===== src/rtl/cordic_pkg.sv =====
// Shared types and default constants for the CORDIC sequencer.
// Default parameter values, the sequencer state type and a done-latency helper.
package cordic_pkg;

    localparam int unsigned DEF_DATA_W       = 8;
    localparam int unsigned DEF_N_ITER       = 8;
    localparam int unsigned DEF_IDX_W        = 4;
    localparam int unsigned DEF_SCALE_CYCLES = 2;
    // Phase counter holds N_ITER-1 or SCALE_CYCLES-1, both at most 14.
    localparam int unsigned DEF_CNT_W        = 4;

    typedef enum logic [2:0] {
        StIdle,
        StLoad,
        StIter,
        StScale,
        StDone
    } state_e;

    // Cycles from the start-sampling edge to the done cycle.
    function automatic int unsigned done_latency(input int unsigned n_iter,
                                                 input int unsigned scale_cycles,
                                                 input logic        k_mode);
        return n_iter + 2 + (k_mode ? scale_cycles : 0);
    endfunction

endpackage


===== src/rtl/cordic_iter_cnt.sv =====
// Loadable down-counter with terminal-count flag.
// Times both the ITER and the SCALE phases of the sequencer.
module cordic_iter_cnt
    import cordic_pkg::*;
#(
    parameter int unsigned CNT_W = DEF_CNT_W
) (
    input  logic             clk_i,
    input  logic             reset_i,
    input  logic             load_i,
    input  logic [CNT_W-1:0] load_val_i,
    input  logic             dec_i,
    output logic             tc_o
);

    logic [CNT_W-1:0] cnt_d, cnt_q;

    always_comb begin
        cnt_d = cnt_q;
        if (load_i) begin
            cnt_d = load_val_i;
        end else if (dec_i && (cnt_q != '0)) begin
            cnt_d = cnt_q - CNT_W'(1);
        end
    end

    always_ff @(posedge clk_i) begin
        if (reset_i) begin
            cnt_q <= '0;
        end else begin
            cnt_q <= cnt_d;
        end
    end

    assign tc_o = (cnt_q == '0);

endmodule


===== src/rtl/cordic_seq_ctrl.sv =====
// Sequencer for the iterative CORDIC datapath: snapshots operands on start, then
// walks LOAD -> ITER -> (SCALE) -> DONE with fully registered control outputs.
module cordic_seq_ctrl
    import cordic_pkg::*;
#(
    parameter int unsigned DATA_W       = DEF_DATA_W,
    parameter int unsigned N_ITER       = DEF_N_ITER,
    parameter int unsigned IDX_W        = DEF_IDX_W,
    parameter int unsigned SCALE_CYCLES = DEF_SCALE_CYCLES
) (
    input  logic              clk,
    input  logic              reset,
    input  logic              start,
    input  logic              K_mode,
    input  logic [DATA_W-1:0] x_input,
    input  logic [DATA_W-1:0] y_input,
    input  logic              clr_err,
    output logic              dp_load,
    output logic [DATA_W-1:0] dp_x0,
    output logic [DATA_W-1:0] dp_y0,
    output logic              dp_iter_en,
    output logic [IDX_W-1:0]  dp_iter_idx,
    output logic              dp_scale_en,
    output logic              dp_capture,
    output logic              busy,
    output logic              done,
    output logic              k_mode_q,
    output logic              start_dropped
);

    localparam int unsigned CNT_W = DEF_CNT_W;

    state_e state_d, state_q;

    logic              cnt_load, cnt_dec, cnt_tc;
    logic [CNT_W-1:0]  cnt_val;
    logic              accept;

    logic              dp_load_d, dp_load_q;
    logic              iter_en_d, iter_en_q;
    logic              scale_en_d, scale_en_q;
    logic              capture_d, capture_q;
    logic              busy_d, busy_q;
    logic              done_d, done_q;
    logic [IDX_W-1:0]  idx_d, idx_q;
    logic [DATA_W-1:0] x0_d, x0_q;
    logic [DATA_W-1:0] y0_d, y0_q;
    logic              k_snap_d, k_snap_q;
    logic              dropped_d, dropped_q;

    cordic_iter_cnt #(
        .CNT_W (CNT_W)
    ) u_iter_cnt (
        .clk_i      (clk),
        .reset_i    (reset),
        .load_i     (cnt_load),
        .load_val_i (cnt_val),
        .dec_i      (cnt_dec),
        .tc_o       (cnt_tc)
    );

    always_comb begin
        state_d  = state_q;
        cnt_load = 1'b0;
        cnt_val  = '0;
        cnt_dec  = 1'b0;
        unique case (state_q)
            StIdle: begin
                if (start) state_d = StLoad;
            end
            StLoad: begin
                state_d  = StIter;
                cnt_load = 1'b1;
                cnt_val  = CNT_W'(N_ITER - 1);
            end
            StIter: begin
                cnt_dec = 1'b1;
                if (cnt_tc) begin
                    if (k_snap_q) begin
                        state_d  = StScale;
                        cnt_load = 1'b1;
                        cnt_val  = CNT_W'(SCALE_CYCLES - 1);
                    end else begin
                        state_d = StDone;
                    end
                end
            end
            StScale: begin
                cnt_dec = 1'b1;
                if (cnt_tc) state_d = StDone;
            end
            StDone: begin
                state_d = StIdle;
            end
            default: begin
                state_d = StIdle;
            end
        endcase
    end

    assign accept = (state_q == StIdle) && start;

    // Outputs are registered from the next-state decode so they line up with state_q.
    always_comb begin
        dp_load_d  = (state_d == StLoad);
        iter_en_d  = (state_d == StIter);
        scale_en_d = (state_d == StScale);
        capture_d  = (state_d == StDone);
        done_d     = (state_d == StDone);
        busy_d     = (state_d != StIdle);

        idx_d = idx_q;
        if (accept) begin
            idx_d = '0;
        end else if ((state_q == StIter) && (state_d == StIter)) begin
            idx_d = idx_q + IDX_W'(1);
        end

        x0_d     = accept ? x_input : x0_q;
        y0_d     = accept ? y_input : y0_q;
        k_snap_d = accept ? K_mode  : k_snap_q;

        // A dropped start beats a simultaneous clear.
        dropped_d = dropped_q;
        if (start && (state_q != StIdle)) begin
            dropped_d = 1'b1;
        end else if (clr_err) begin
            dropped_d = 1'b0;
        end
    end

    always_ff @(posedge clk) begin
        if (reset) begin
            state_q    <= StIdle;
            dp_load_q  <= 1'b0;
            iter_en_q  <= 1'b0;
            scale_en_q <= 1'b0;
            capture_q  <= 1'b0;
            done_q     <= 1'b0;
            busy_q     <= 1'b0;
            idx_q      <= '0;
            x0_q       <= '0;
            y0_q       <= '0;
            k_snap_q   <= 1'b0;
            dropped_q  <= 1'b0;
        end else begin
            state_q    <= state_d;
            dp_load_q  <= dp_load_d;
            iter_en_q  <= iter_en_d;
            scale_en_q <= scale_en_d;
            capture_q  <= capture_d;
            done_q     <= done_d;
            busy_q     <= busy_d;
            idx_q      <= idx_d;
            x0_q       <= x0_d;
            y0_q       <= y0_d;
            k_snap_q   <= k_snap_d;
            dropped_q  <= dropped_d;
        end
    end

    assign dp_load       = dp_load_q;
    assign dp_x0         = x0_q;
    assign dp_y0         = y0_q;
    assign dp_iter_en    = iter_en_q;
    assign dp_iter_idx   = idx_q;
    assign dp_scale_en   = scale_en_q;
    assign dp_capture    = capture_q;
    assign busy          = busy_q;
    assign done          = done_q;
    assign k_mode_q      = k_snap_q;
    assign start_dropped = dropped_q;

endmodule


===== config.mk =====
export PLATFORM = sky130hd
export DESIGN_NAME = cordic_seq_ctrl
export DESIGN_NICKNAME = d
export VERILOG_FILES = /design/src/rtl/cordic_pkg.sv /design/src/rtl/cordic_iter_cnt.sv /design/src/rtl/cordic_seq_ctrl.sv
export SDC_FILE = /design/constraint.sdc
export NUM_CORES = 1
export LEC_CHECK = 0
export BUFFER_PORTS_ARGS = -buffer_cell sky130_fd_sc_hd__buf_4
export CORE_MARGIN = 10
export CORE_UTILIZATION = 30
export CTS_CLUSTER_SIZE = 24
export DETAILED_ROUTE_END_ITERATION = 6
export RECOVER_POWER = 100
export SLEW_MARGIN = 40
export SYNTH_ARGS = -nofsm -noshare
export SYNTH_HDL_FRONTEND = slang
export SYNTH_SLANG_ARGS = --single-unit

===== constraint.sdc =====
create_clock -name clk -period 3.8 [get_ports clk]
set_input_delay 0.38 -clock clk [delete_from_list [all_inputs] [get_ports clk]]
set_output_delay 0.38 -clock clk [all_outputs]
set_load 0.01 [all_outputs]

### Word level (Yosys, flattened, before mapping)

Cells that the tools add are included.

| storage, ports and cells | value |
|---|---|
| register bits | 34 |
| output and inout port bits | 28 |

| operators by class | value |
|---|---|
| add/sub/neg operators | 2 |
| equal/unequal tests | 7 |
| muxes and demuxes | 16 |
| reductions and logical operators | 13 |

Operators with widths:

| kind | count |
|---|---|
| 3-bit by 2-bit equality test with 1-bit output (second input constant) | 4 |
| 3-bit two-way mux | 4 |
| 3-bit case mux with 4 select lines | 1 |
| 4-bit two-way mux | 2 |
| 1-bit two-way mux | 7 |
| 3-bit by 1-bit equality test with 1-bit output (second input constant) | 2 |
| 3-bit case mux with 2 select lines | 1 |
| 3-bit nonzero test | 2 |
| 4-bit by 1-bit adder with 4-bit output (second input constant) | 1 |
| 1-bit logical AND | 4 |
| 4-bit logical NOT | 1 |
| 2-bit nonzero test | 2 |
| 4-bit nonzero test | 1 |
| 2-bit OR reduction | 2 |
| 4-bit by 1-bit subtractor with 4-bit output (second input constant) | 1 |
| 3-bit equality test (second input constant) | 1 |
| 3-bit logical NOT | 1 |
| 1-bit case mux with 2 select lines | 1 |

### Longest topological paths before layout

Gate-level depths: netlist of run 1.

| logic depth | value |
|---|---|
| depth after elaboration | 6 |
| depth in mapped cells | 6 |

### Modules after synthesis

From an unflattened synthesis of run 1, not the netlist that was laid out.

| unflattened totals | value |
|---|---|
| cell total of the unflattened synthesis | 163 |
| area, all modules | 1,426.4 um^2 |

Modules (own cells, without submodules):

| module | instances | cells each | area each (um^2) | sequential area each (um^2) |
|---|---|---|---|---|
| cordic_seq_ctrl | 1 | 134 | 1,163.6 | 600.6 |
| cordic_iter_cnt | 1 | 29 | 262.8 | 80.1 |

### Worst setup path after synthesis of run 1

No wires, ideal clock.

| timing path | value |
|---|---|
| kind | register to register |
| from | register u_iter_cnt.cnt_q[0] |
| to | register idx_q[1], in the netlist dp_iter_idx[1] |
| setup time | 70 ps |
| arrival | 1,546 ps |
| data required time | 3,730 ps |
| slack | 2,184 ps |
| stages on the path, launching flop included | 7 |
| buffers on the path | 1 |
| clock period less this slack | 1,616 ps |
| path through | dfxtp_1 -> inv_1 -> ha_1 -> nor3b_1 -> clkbuf_1 -> or3b_2 -> a21oi_1 |

| on the way | value |
|---|---|
| longest elaborated chain between the ends | 5 |
| elaborated cells between the ends (all ways) | 6 |

RTL lines:

| item | RTL line | RTL |
|---|---|---|
| start, declared | cordic_iter_cnt.sv:16 | `logic [CNT_W-1:0] cnt_d, cnt_q;` |
| start signal, assigned | cordic_iter_cnt.sv:31 | `cnt_q <= cnt_d;` |
| 4-bit logical NOT (*) | cordic_iter_cnt.sv:35 | `assign tc_o = (cnt_q == '0);` |
| 3-bit two-way mux, on equally long branches | cordic_seq_ctrl.sv:90, cordic_seq_ctrl.sv:78 |  |
| 3-bit case mux with 4 select lines (*) | cordic_seq_ctrl.sv:67 | `unique case (state_q)` |
| 3-bit by 2-bit equality test with 1-bit output (*) | cordic_seq_ctrl.sv:115 | `end else if ((state_q == StIter) && (state_d == StIter)) begin` |
| 1-bit logical AND (*) | cordic_seq_ctrl.sv:115 |  |
| end signal, assigned | cordic_seq_ctrl.sv:154 | `idx_q <= idx_d;` |
| end, declared | cordic_seq_ctrl.sv:45 | `logic [IDX_W-1:0] idx_d, idx_q;` |

Mark *: on every way between the ends. The rest lies on a longest branch, timed or not.
A chain may end at the register's enable or synchronous reset.

### Worst setup path after layout of run 1

| timing path | value |
|---|---|
| from | register u_iter_cnt.cnt_q[0] |
| to | register u_iter_cnt.cnt_q[1] |

| on the way | value |
|---|---|
| longest elaborated chain between the ends | 4 |
| elaborated cells between the ends (all ways) | 9 |

RTL lines:

| item |
|---|
| branches (longest 4 deep; another with 4-bit by 1-bit subtractor with 4-bit output) |

Parallel ways; which one is timed is not known. The select of a mux whose other input is x is not followed.

==> results.txt, run 1 <==
Hold EP - dp_y0[0]
Routed wire length - 3390 um
DR WL met2 - 1520 um
Slowest cell delay on critical path - 460 ps
Outcome - finished, final reports clean
Cts repair resizes - 0
Wl on met1 - 1480 um
Core area - 4380 um2
DR top layer - met4
Root Buffer - clkbuf_8
Worst Skew - 6.27 ps
Syn Std Cell Area - 1380 um2
Min-delay worst type - in -> reg
Final ANT Viol Nets - 0
Multi-input logic area - 617 um2
TritonCTS clock tree - done
Met3 WL post-DR - 342 um
Final Slew Violations - 0
Most frequent cells in the layout - nand2_1, dfxtp_1, clkbuf_1
Mapped Avg Cell Area - 8.44 um2
Die Span Y - 87.7 um
Worst hold stages - 3
Crit path max fanout - 14
Count of cell types in the netlist - 34
Initial core utilization - 31.4%
Sw frac - 29.5%
Nets@finish - 231
Fillcell total - 490
Via/cell ratio - 4.79
Cells after synthesis - 163
Clock buffer depth - 2
Worst EP arrival - 2100 ps
Via Count - 1249
Synth warn - 0
Critical path class - reg -> reg
Initial antenna violation count - 0
Proportion of layout cells with a drive suffix above 1 - 16.7%
Port bufs - 48
Element type at the critical path end - flip-flop
Fin util - 39.8%
GPL Wtd Cong - 0.745
First-pass GRT wire length - 5600 um
Combinational Power Share - 19.6%
Num CTS Buffers - 5
Flop pwr share - 48.4%
Die area - 7690 um2
Required @ worst endpoint - 3990 ps
Worst-case reg-to-reg path depth - 6
Min-delay src - y_input[0]
FF+latch area - 681 um2
Final count of hold timing violations - 0
Maximum clock frequency - 525 MHz
Power Density - 488 nW/um2
Net Sw Power - 0.251 mW
Flop-to-flop setup slack - 1890 ps
Critical Path Start Type - flip-flop
Total grt overflow - 0
Clk_lat worst skew - 290 ps
H-tree depth - 2
Post-CTS setup buffers - 0
Setup TNS - 0 ps
Pint - 0.599 mW
HPWL after DPL - 2450 um
Num Clock Sinks - 34
Net Count, Synth - 186
Std cell rows - 24
Max_cap viols - 0
RSZ-0062 raised after global routing - no
Seq/Total Area, Yosys - 49.5%
Detailed router's first-iteration violation count - 75
Clock slew at reported path FFs - 70 ps
Total Routing Usage GR - 9.09%
Max rail drop VDD - 223 uV
Placed cells - 253
Area growth from synthesis to layout - 26.8%
# diodes - 0
Largest net degree at the start of global routing - 27
Hold buffer count at cts - 0
Non-Filler Instances - 261
DR pass1 iterations - 4
Final Cycle Share - 50.1%
# DRC - 0
Headroom to the max-slew limit - 63.3%
Critical-path top delay cell - a311o_1
CP cell instances - inv_1 > ha_1 > nor3b_1 > clkbuf_1 > a311o_1 > a221oi_1
RR Endpoint - u_iter_cnt.cnt_q[1]
Finish-stage setup viols - 0
Clock power share - 32.0%
DIE WIDTH - 87.7 um
I/O pin total - 49
WL/cell - 13.0 um
Min Tclk post-route - 1910 ps
Leakage power - 0.653 nW
Vias in the first global route - 1234
#FFs+latches synth - 34
Slew at the pin closest to its max-slew limit - 550 ps
FF-to-FF Start - u_iter_cnt.cnt_q[0]
==> stage by stage <==
stage                     total power [mW]  instance area (um2)  setup slack [ps]  hold WS [ps]
after floorplan                      0.530                 1380              2180           474
after global placement               0.608                 1760              2000           443
after detailed placement             0.610                 1760              1980           447
after CTS                            0.885                 1850              1960           327
after global routing                 0.910                 1740              1690           326
final                                0.850                 1740              1890           334
==> state kept, by name, indices dropped and copies added (netlist names) <==
name	flops
done	1
busy	1
u_iter_cnt.cnt_q	4
dp_y0	8
start_dropped	1
dp_iter_idx	4
dp_iter_en	1
state_q	3
dp_load	1
k_mode_q	1
dp_scale_en	1
dp_x0	8
==> cell type report <==
type | instances | share of cell area, %
Clock inverter | 1 | 0.287
Tap cell | 52 | 3.73
Sequential cell | 34 | 39.1
Clock buffer | 7 | 4.95
Inverter | 6 | 1.29
Timing Repair Buffer | 50 | 15.3
Multi-Input combinational cell | 111 | 35.4
==> worst max path at each step <==
stage / startpoint / to / slack, ps / cells past startpoint
4_1_cts: state_q[1] / dp_iter_idx[3] / 1960 / 3
3_3_place_gp: state_q[1] / dp_iter_idx[2] / 2000 / 3
6_report: u_iter_cnt.cnt_q[0] / u_iter_cnt.cnt_q[1] / 1890 / 6
5_1_grt: u_iter_cnt.cnt_q[0] / u_iter_cnt.cnt_q[1] / 1690 / 6
2_1_floorplan: u_iter_cnt.cnt_q[0] / dp_iter_idx[1] / 2180 / 6
3_5_place_dp: state_q[1] / dp_iter_idx[3] / 1980 / 3
==> cell families (layout without fill, tap and decap cells) <==
family	after synthesis	count (layout)	synth area share, %
AO/OA/AOI/OAI	42	42	18.4
AND/OR/NAND/NOR	67	67	24.7
buffers and inverters	18	64	5.64
adder cells (fa/ha/maj)	2	2	1.82
flip-flops	34	34	49.5
==> power by group through the flow <==
stage	Combinational (mW)	Sequential, mW	Clock (mW)
5_1_grt	0.191	0.417	0.302
3_5_place_dp	0.189	0.420	0
6_report	0.167	0.411	0.272
4_1_cts	0.190	0.412	0.282
2_1_floorplan	0.109	0.421	0
3_3_place_gp	0.189	0.420	0
==> routing by layer <==
layer | GRT usage [%] | up-vias
li1 | - | 651
met1 | 9.63 | 555
met5 | 0 | -
met3 | 6.04 | 6
met2 | 13.9 | 37
met4 | 3.91 | 0
==> worst max-delay path, delay by kind of cell, from the launching register on <==
family,cells,cell delay (ps)
DFF,1,380
AOI/OAI and AO/OA,2,690
and+or+nand+nor,1,150
buffers and inverters,2,350
adders and majority gates,1,250
==> Yosys cell counts, drive strengths merged <==
cell type,number,share of area [%]
dfxtp,34,49
nand2,34,9.3
a21oi,25,9.1
clkbuf,7,2.0
inv,6,1.6
nor2,6,1.6
buf,5,2.0
nand2b,4,1.8
nand3,4,1.5
o21ai,3,1.1
o31ai,3,1.6
or3b,3,1.9
a211oi,2,1.1
a311o,2,1.5
a31o,2,1.3
a31oi,2,0.91
ha,2,1.8
nor2b,2,0.91
nor3,2,0.73
nor4,2,0.91
or3,2,0.91
or4,2,1.1
a221oi,1,0.64
nand4b,1,0.64
nor3b,1,0.55
nor4b,1,1.1
o211ai,1,0.55
o41ai,1,0.64
or2,1,0.46
or2b,1,0.55
or4b,1,0.73
(Power assumes the default switching activity.)
==> inputs of run 2 (changes only) <==
Settings changed: ABC_AREA from default to 1.
Clock period 3.8 ns to 1.91 ns, I/O delays scaled along.
==> results.txt, run 2 <==
Cells after synthesis - 174
DIE WIDTH - 88.7 um
Total Routing Usage GR - 9.05%
Worst-case reg-to-reg path depth - 5
Final Slew Violations - 0
Worst EP arrival - 1740 ps
Flop-to-flop setup slack - 390 ps
Setup crit start - state_q[0]
Via Count - 1248
Port bufs - 48
DR pass1 iterations - 4
Via/cell ratio - 4.54
Power Density - 1030 nW/um2
Top_reg_cell synth - dfxtp_1
Top cell type's share of synthesized area - 48.0%
Final count of hold timing violations - 0
Num CTS Buffers - 5
Die area - 7870 um2
Commonest non-fill, non-tap cell in the layout - dfxtp_1
Detailed router's first-iteration violation count - 54
Hold buffer count at cts - 0
# DRC - 0
Routed wire length - 3330 um
Setup TNS - 0 ps
Nets@finish - 245
RSZ-0062 raised after global routing - no
CP Capture Point - dp_iter_idx[3]
FF-to-FF Start - state_q[0]
Cts repair resizes - 0
Crit path max fanout - 36
Final Cycle Share - 79.8%
Finish-stage setup viols - 0
Max_cap viols - 0
Post-CTS setup buffers - 0
HPWL after DPL - 2520 um
Count of cell types in the netlist - 25
I/O pin total - 49
Min-delay src - clr_err
Area growth from synthesis to layout - 25.2%
Slowest cell delay on critical path - 480 ps
Core area - 4470 um2
Outcome - finished, final reports clean
Clock slew at reported path FFs - 60 ps
Net Count, Synth - 197
Critical-path top delay cell - clkbuf_2
Root Buffer - clkbuf_8
GPL Wtd Cong - 0.809
Critical Path Start Type - flip-flop
Seq/Total Area, Yosys - 48.0%
Synth top area cells - dfxtp_1, a21oi_1, inv_1
Largest area contributor in the netlist - dfxtp_1
List of most frequent post-synthesis cells - dfxtp_1, a21oi_1, inv_1
Clock buffer depth - 2
Fin util - 39.7%
Synth warn - 0
Mapped Avg Cell Area - 8.15 um2
Maximum clock frequency - 656 MHz
# diodes - 0
Total grt overflow - 0
WL/cell - 12.1 um
Headroom to the max-slew limit - 61.1%
Count leader, synth - dfxtp_1
TritonCTS clock tree - done
First-pass GRT wire length - 5600 um
Die Span Y - 88.7 um
Syn Std Cell Area - 1420 um2
#FFs+latches synth - 34
Initial antenna violation count - 0
Slew at the pin closest to its max-slew limit - 583 ps
Post-synth ARST share - 0%
Worst Skew - 3.47 ps
Setup WS post-layout - 386 ps
RR Endpoint - dp_iter_idx[3]
Num Clock Sinks - 34
Initial core utilization - 31.7%
Std cell rows - 24
Min-delay worst type - in -> reg
Min Tclk post-route - 1520 ps
H-tree depth - 2
Clk_lat worst skew - 280 ps
Leakage power - 0.748 nW
Required @ worst endpoint - 2120 ps
Final ANT Viol Nets - 0
Proportion of layout cells with a drive suffix above 1 - 16.6%
Number of synthesized flops with an enable pin - 0
Most frequent cells in the layout - dfxtp_1, clkbuf_1, inv_1, a21oi_1, buf_4
Critical path class - reg -> reg
DP Worst Slack - 464 ps
Element type at the critical path end - flip-flop
CP cell instances - inv_1 > nand3_4 > clkbuf_2 > nand2_1 > a21oi_1
Vias in the first global route - 1307
Max rail drop VDD - 590 uV
Largest net degree at the start of global routing - 37
==> run 2: cell families (layout without fill, tap and decap cells) <==
logic type / after synthesis / count (layout) / share of synthesized area [%]
xor gates and xnor gates: 4 / 4 / 2.47
and+or+nand+nor: 51 / 51 / 20.2
DFF: 34 / 34 / 48.0
AOI/OAI and AO/OA: 47 / 47 / 16.9
buffers and inverters: 36 / 85 / 10.7
adders and majority gates: 2 / 2 / 1.76
==> run 2: stage by stage <==
stage | cell area (um2) | instances | power, mW | hold slack, ps
finish | 1780 | 275 | 1.83 | 162
global route | 1780 | 275 | 1.97 | 179
CTS | 1900 | 275 | 1.93 | 160
detailed placement | 1800 | 267 | 1.38 | 438
global placement | 1800 | 267 | 1.37 | 433
floorplan | 1420 | 174 | 1.20 | 263
==> run 2: area by class of cell <==
class	count	area, um2
inverter	28	105
clock buffer	7	86.3
tap	52	65.1
sequential	34	681
fill	485	2700
clock inverter	1	5.00
timing repair buffer	49	260
multi-input combinational	104	573
==> run 2: worst max-delay path, delay by kind of cell, from the launching register on <==
family / cells / cell delay [ps]
simple gates: 2 / 310
buf+inv: 2 / 600
compound gates: 1 / 160
flops: 1 / 370
==> run 2: layer usage <==
layer  share of wire (%)  global-route usage, %  up-vias
li1                    -                      -      658
met1                  44                   9.38      547
met2                  44                   14.3       39
met3                  10                   5.70        4
met4                 1.4                   3.96        0
met5                   0                      0        -
==> run 2: power by group <==
part	switching (mW)	internal, mW	leakage (nW)	total [mW]
clock network	0.246	0.290	0.0482	0.537
logic	0.279	0.167	0.420	0.446
registers	0.0496	0.798	0.280	0.847
total	0.575	1.25	0.748	1.83
==> run 2: how the worst min path moves through the flow <==
stage,to,slack [ps],cells past startpoint
final,start_dropped,160,4
after detailed placement,dp_y0[2],440,2
after floorplan,busy,260,1
after CTS,start_dropped,160,4
after global routing,dp_scale_en,180,2
after global placement,dp_y0[1],430,2
==> inputs of run 3 (changes only) <==
Settings changed: ABC_AREA 1 to 0.
Clock period 1.91 ns to 1.3 ns, I/O delays scaled along.
==> results.txt, run 3 (synthesis results as in run 1) <==
Outcome - finished, violations left
Failing checks - negative setup slack
Max_cap viols - 0
Setup WS post-layout - -80.2 ps
Finish-stage setup viols - 28
Via/cell ratio - 4.87
Buffers plus inverters on the worst setup path - 1
Std cell rows - 24
Required @ worst endpoint - 1510 ps
Most frequent cells in the layout - buf_4, dfxtp_1, clkbuf_1
I/O pin total - 49
DIE WIDTH - 87.7 um
# diodes - 0
Min-delay worst type - in -> reg
Critical Path Start Type - flip-flop
Clock buffer depth - 2
Proportion of layout cells with a drive suffix above 1 - 44.3%
Die area - 7690 um2
Clock slew at reported path FFs - 70 ps
Largest net degree at the start of global routing - 26
Final Slew Violations - 0
Maximum clock frequency - 725 MHz
Final count of hold timing violations - 0
Vias in the first global route - 1328
Element type at the critical path end - flip-flop
DR pass1 iterations - 4
WHS - 95.7 ps
Core area - 4380 um2
Via Count - 1397
Multi-input logic area - 806 um2
Die Span Y - 87.7 um
Final Cycle Share - 106%
Area growth from synthesis to layout - 60.9%
Slowest cell delay on critical path - 490 ps
HPWL after DPL - 2750 um
Critical path class - reg -> reg
Fillcell total - 457
First-pass GRT wire length - 6220 um
Detailed router's first-iteration violation count - 57
Leakage power - 0.877 nW
TritonCTS clock tree - done
Non-Filler Cell Area, Final - 2210 um2
Headroom to the max-slew limit - 76.5%
Worst Skew - 4.27 ps
Nets@finish - 257
Final ANT Viol Nets - 0
WL/cell - 14.5 um
Num CTS Buffers - 5
CP cell instances - inv_2 > ha_4 > nor3b_4 > or4_1 > a21oi_2
Worst EP arrival - 1590 ps
Power Density - 1310 nW/um2
Num Clock Sinks - 34
Slew at the pin closest to its max-slew limit - 352 ps
Total grt overflow - 0
Routed wire length - 4180 um
FF+latch area - 692 um2
Hold buffer count at cts - 0
Initial antenna violation count - 0
Power Total - 2.91 mW
Initial core utilization - 31.4%
Max rail drop VDD - 754 uV
Total Routing Usage GR - 9.59%
Critical-path top delay cell - or4_1
CP delay by family, top - simple AND/OR/NAND/NOR gates
Commonest non-fill, non-tap cell in the layout - buf_4
Root Buffer - clkbuf_8
Dpl cell area - 1970 um2
Min Tclk post-route - 1380 ps
Clk_lat worst skew - 270 ps
Crit path max fanout - 6
Port bufs - 48
# DRC - 0
GPL Wtd Cong - 0.800
H-tree depth - 2
RSZ-0062 raised after global routing - yes
run 3: changes by cell type in the layout (fill, tap and decap cells not counted), sizes merged, moves of 3 or more:
cell | previous run | this run
or3b | 0 | 3
buf | 20 | 45
o21ai | 19 | 3
o31ai | 0 | 3
nor2 | 16 | 6
inv | 28 | 6
nand2 | 21 | 34
nand2b | 0 | 4
nand4 | 4 | 0
nand3 | 9 | 4
run 3: cell type report:
class | count | area share, %
well taps | 52 | 2.94
clock inverters | 1 | 0.226
repair buffers | 75 | 24.2
flip-flops and latches | 34 | 31.3
clock buffers | 7 | 3.90
multi-input cells | 112 | 36.4
inverters | 6 | 1.02
run 3: final timing paths:
path                                           from             end  slack, ps  cells after the start
worst max-delay path            u_iter_cnt.cnt_q[1]  dp_iter_idx[3]        -80                      5
worst min register to register             dp_y0[6]        dp_y0[6]        450                      2
worst min-delay path                     x_input[3]        dp_x0[3]        100                      3
worst max register to register  u_iter_cnt.cnt_q[1]  dp_iter_idx[3]        -80                      5
run 3: routing by layer:
metal	up-vias	GRT usage [%]	share of wire, %
met1	640	11.7	44
li1	710	-	-
met2	45	15.1	48
met5	-	0	0
met4	0	1.88	0.24
met3	2	4.55	7.7
run 3: per-stage QoR:
step           utilization [%]  setup slack (ps)  std cells  TNS (ps)
6_report                  50.5             -80.2        287     -1100
5_1_grt                   50.5              -145        287     -2670
4_1_cts                   48.3             -86.9        283      -443
3_5_place_dp              44.8              -120        272     -1030
3_3_place_gp              44.8              -133        272      -882
2_1_floorplan                -             -96.2        163      -878
run 3: worst register-to-register path, cell delays in order, from the launching register on:
cell     delay [ps]
dfxtp_2         340
inv_2            50
ha_4            160
nor3b_4         160
or4_1           490
a21oi_2         120
run 3: timing repair:
| item | in CTS | in global routing |
|---|---|---|
| gates cloned | 1 | 2 |
| setup buffers | 2 | 2 |
| pin swaps | 7 | 20 |
| endpoints found under the setup margin | 28 | 31 |
| resized for setup | 10 | 39 |
run 3: power breakdown:
part / internal (mW) / leakage, nW / switching [mW]
registers: 1.13 / 0.281 / 0.0666
clock network: 0.427 / 0.0482 / 0.356
logic: 0.477 / 0.547 / 0.445
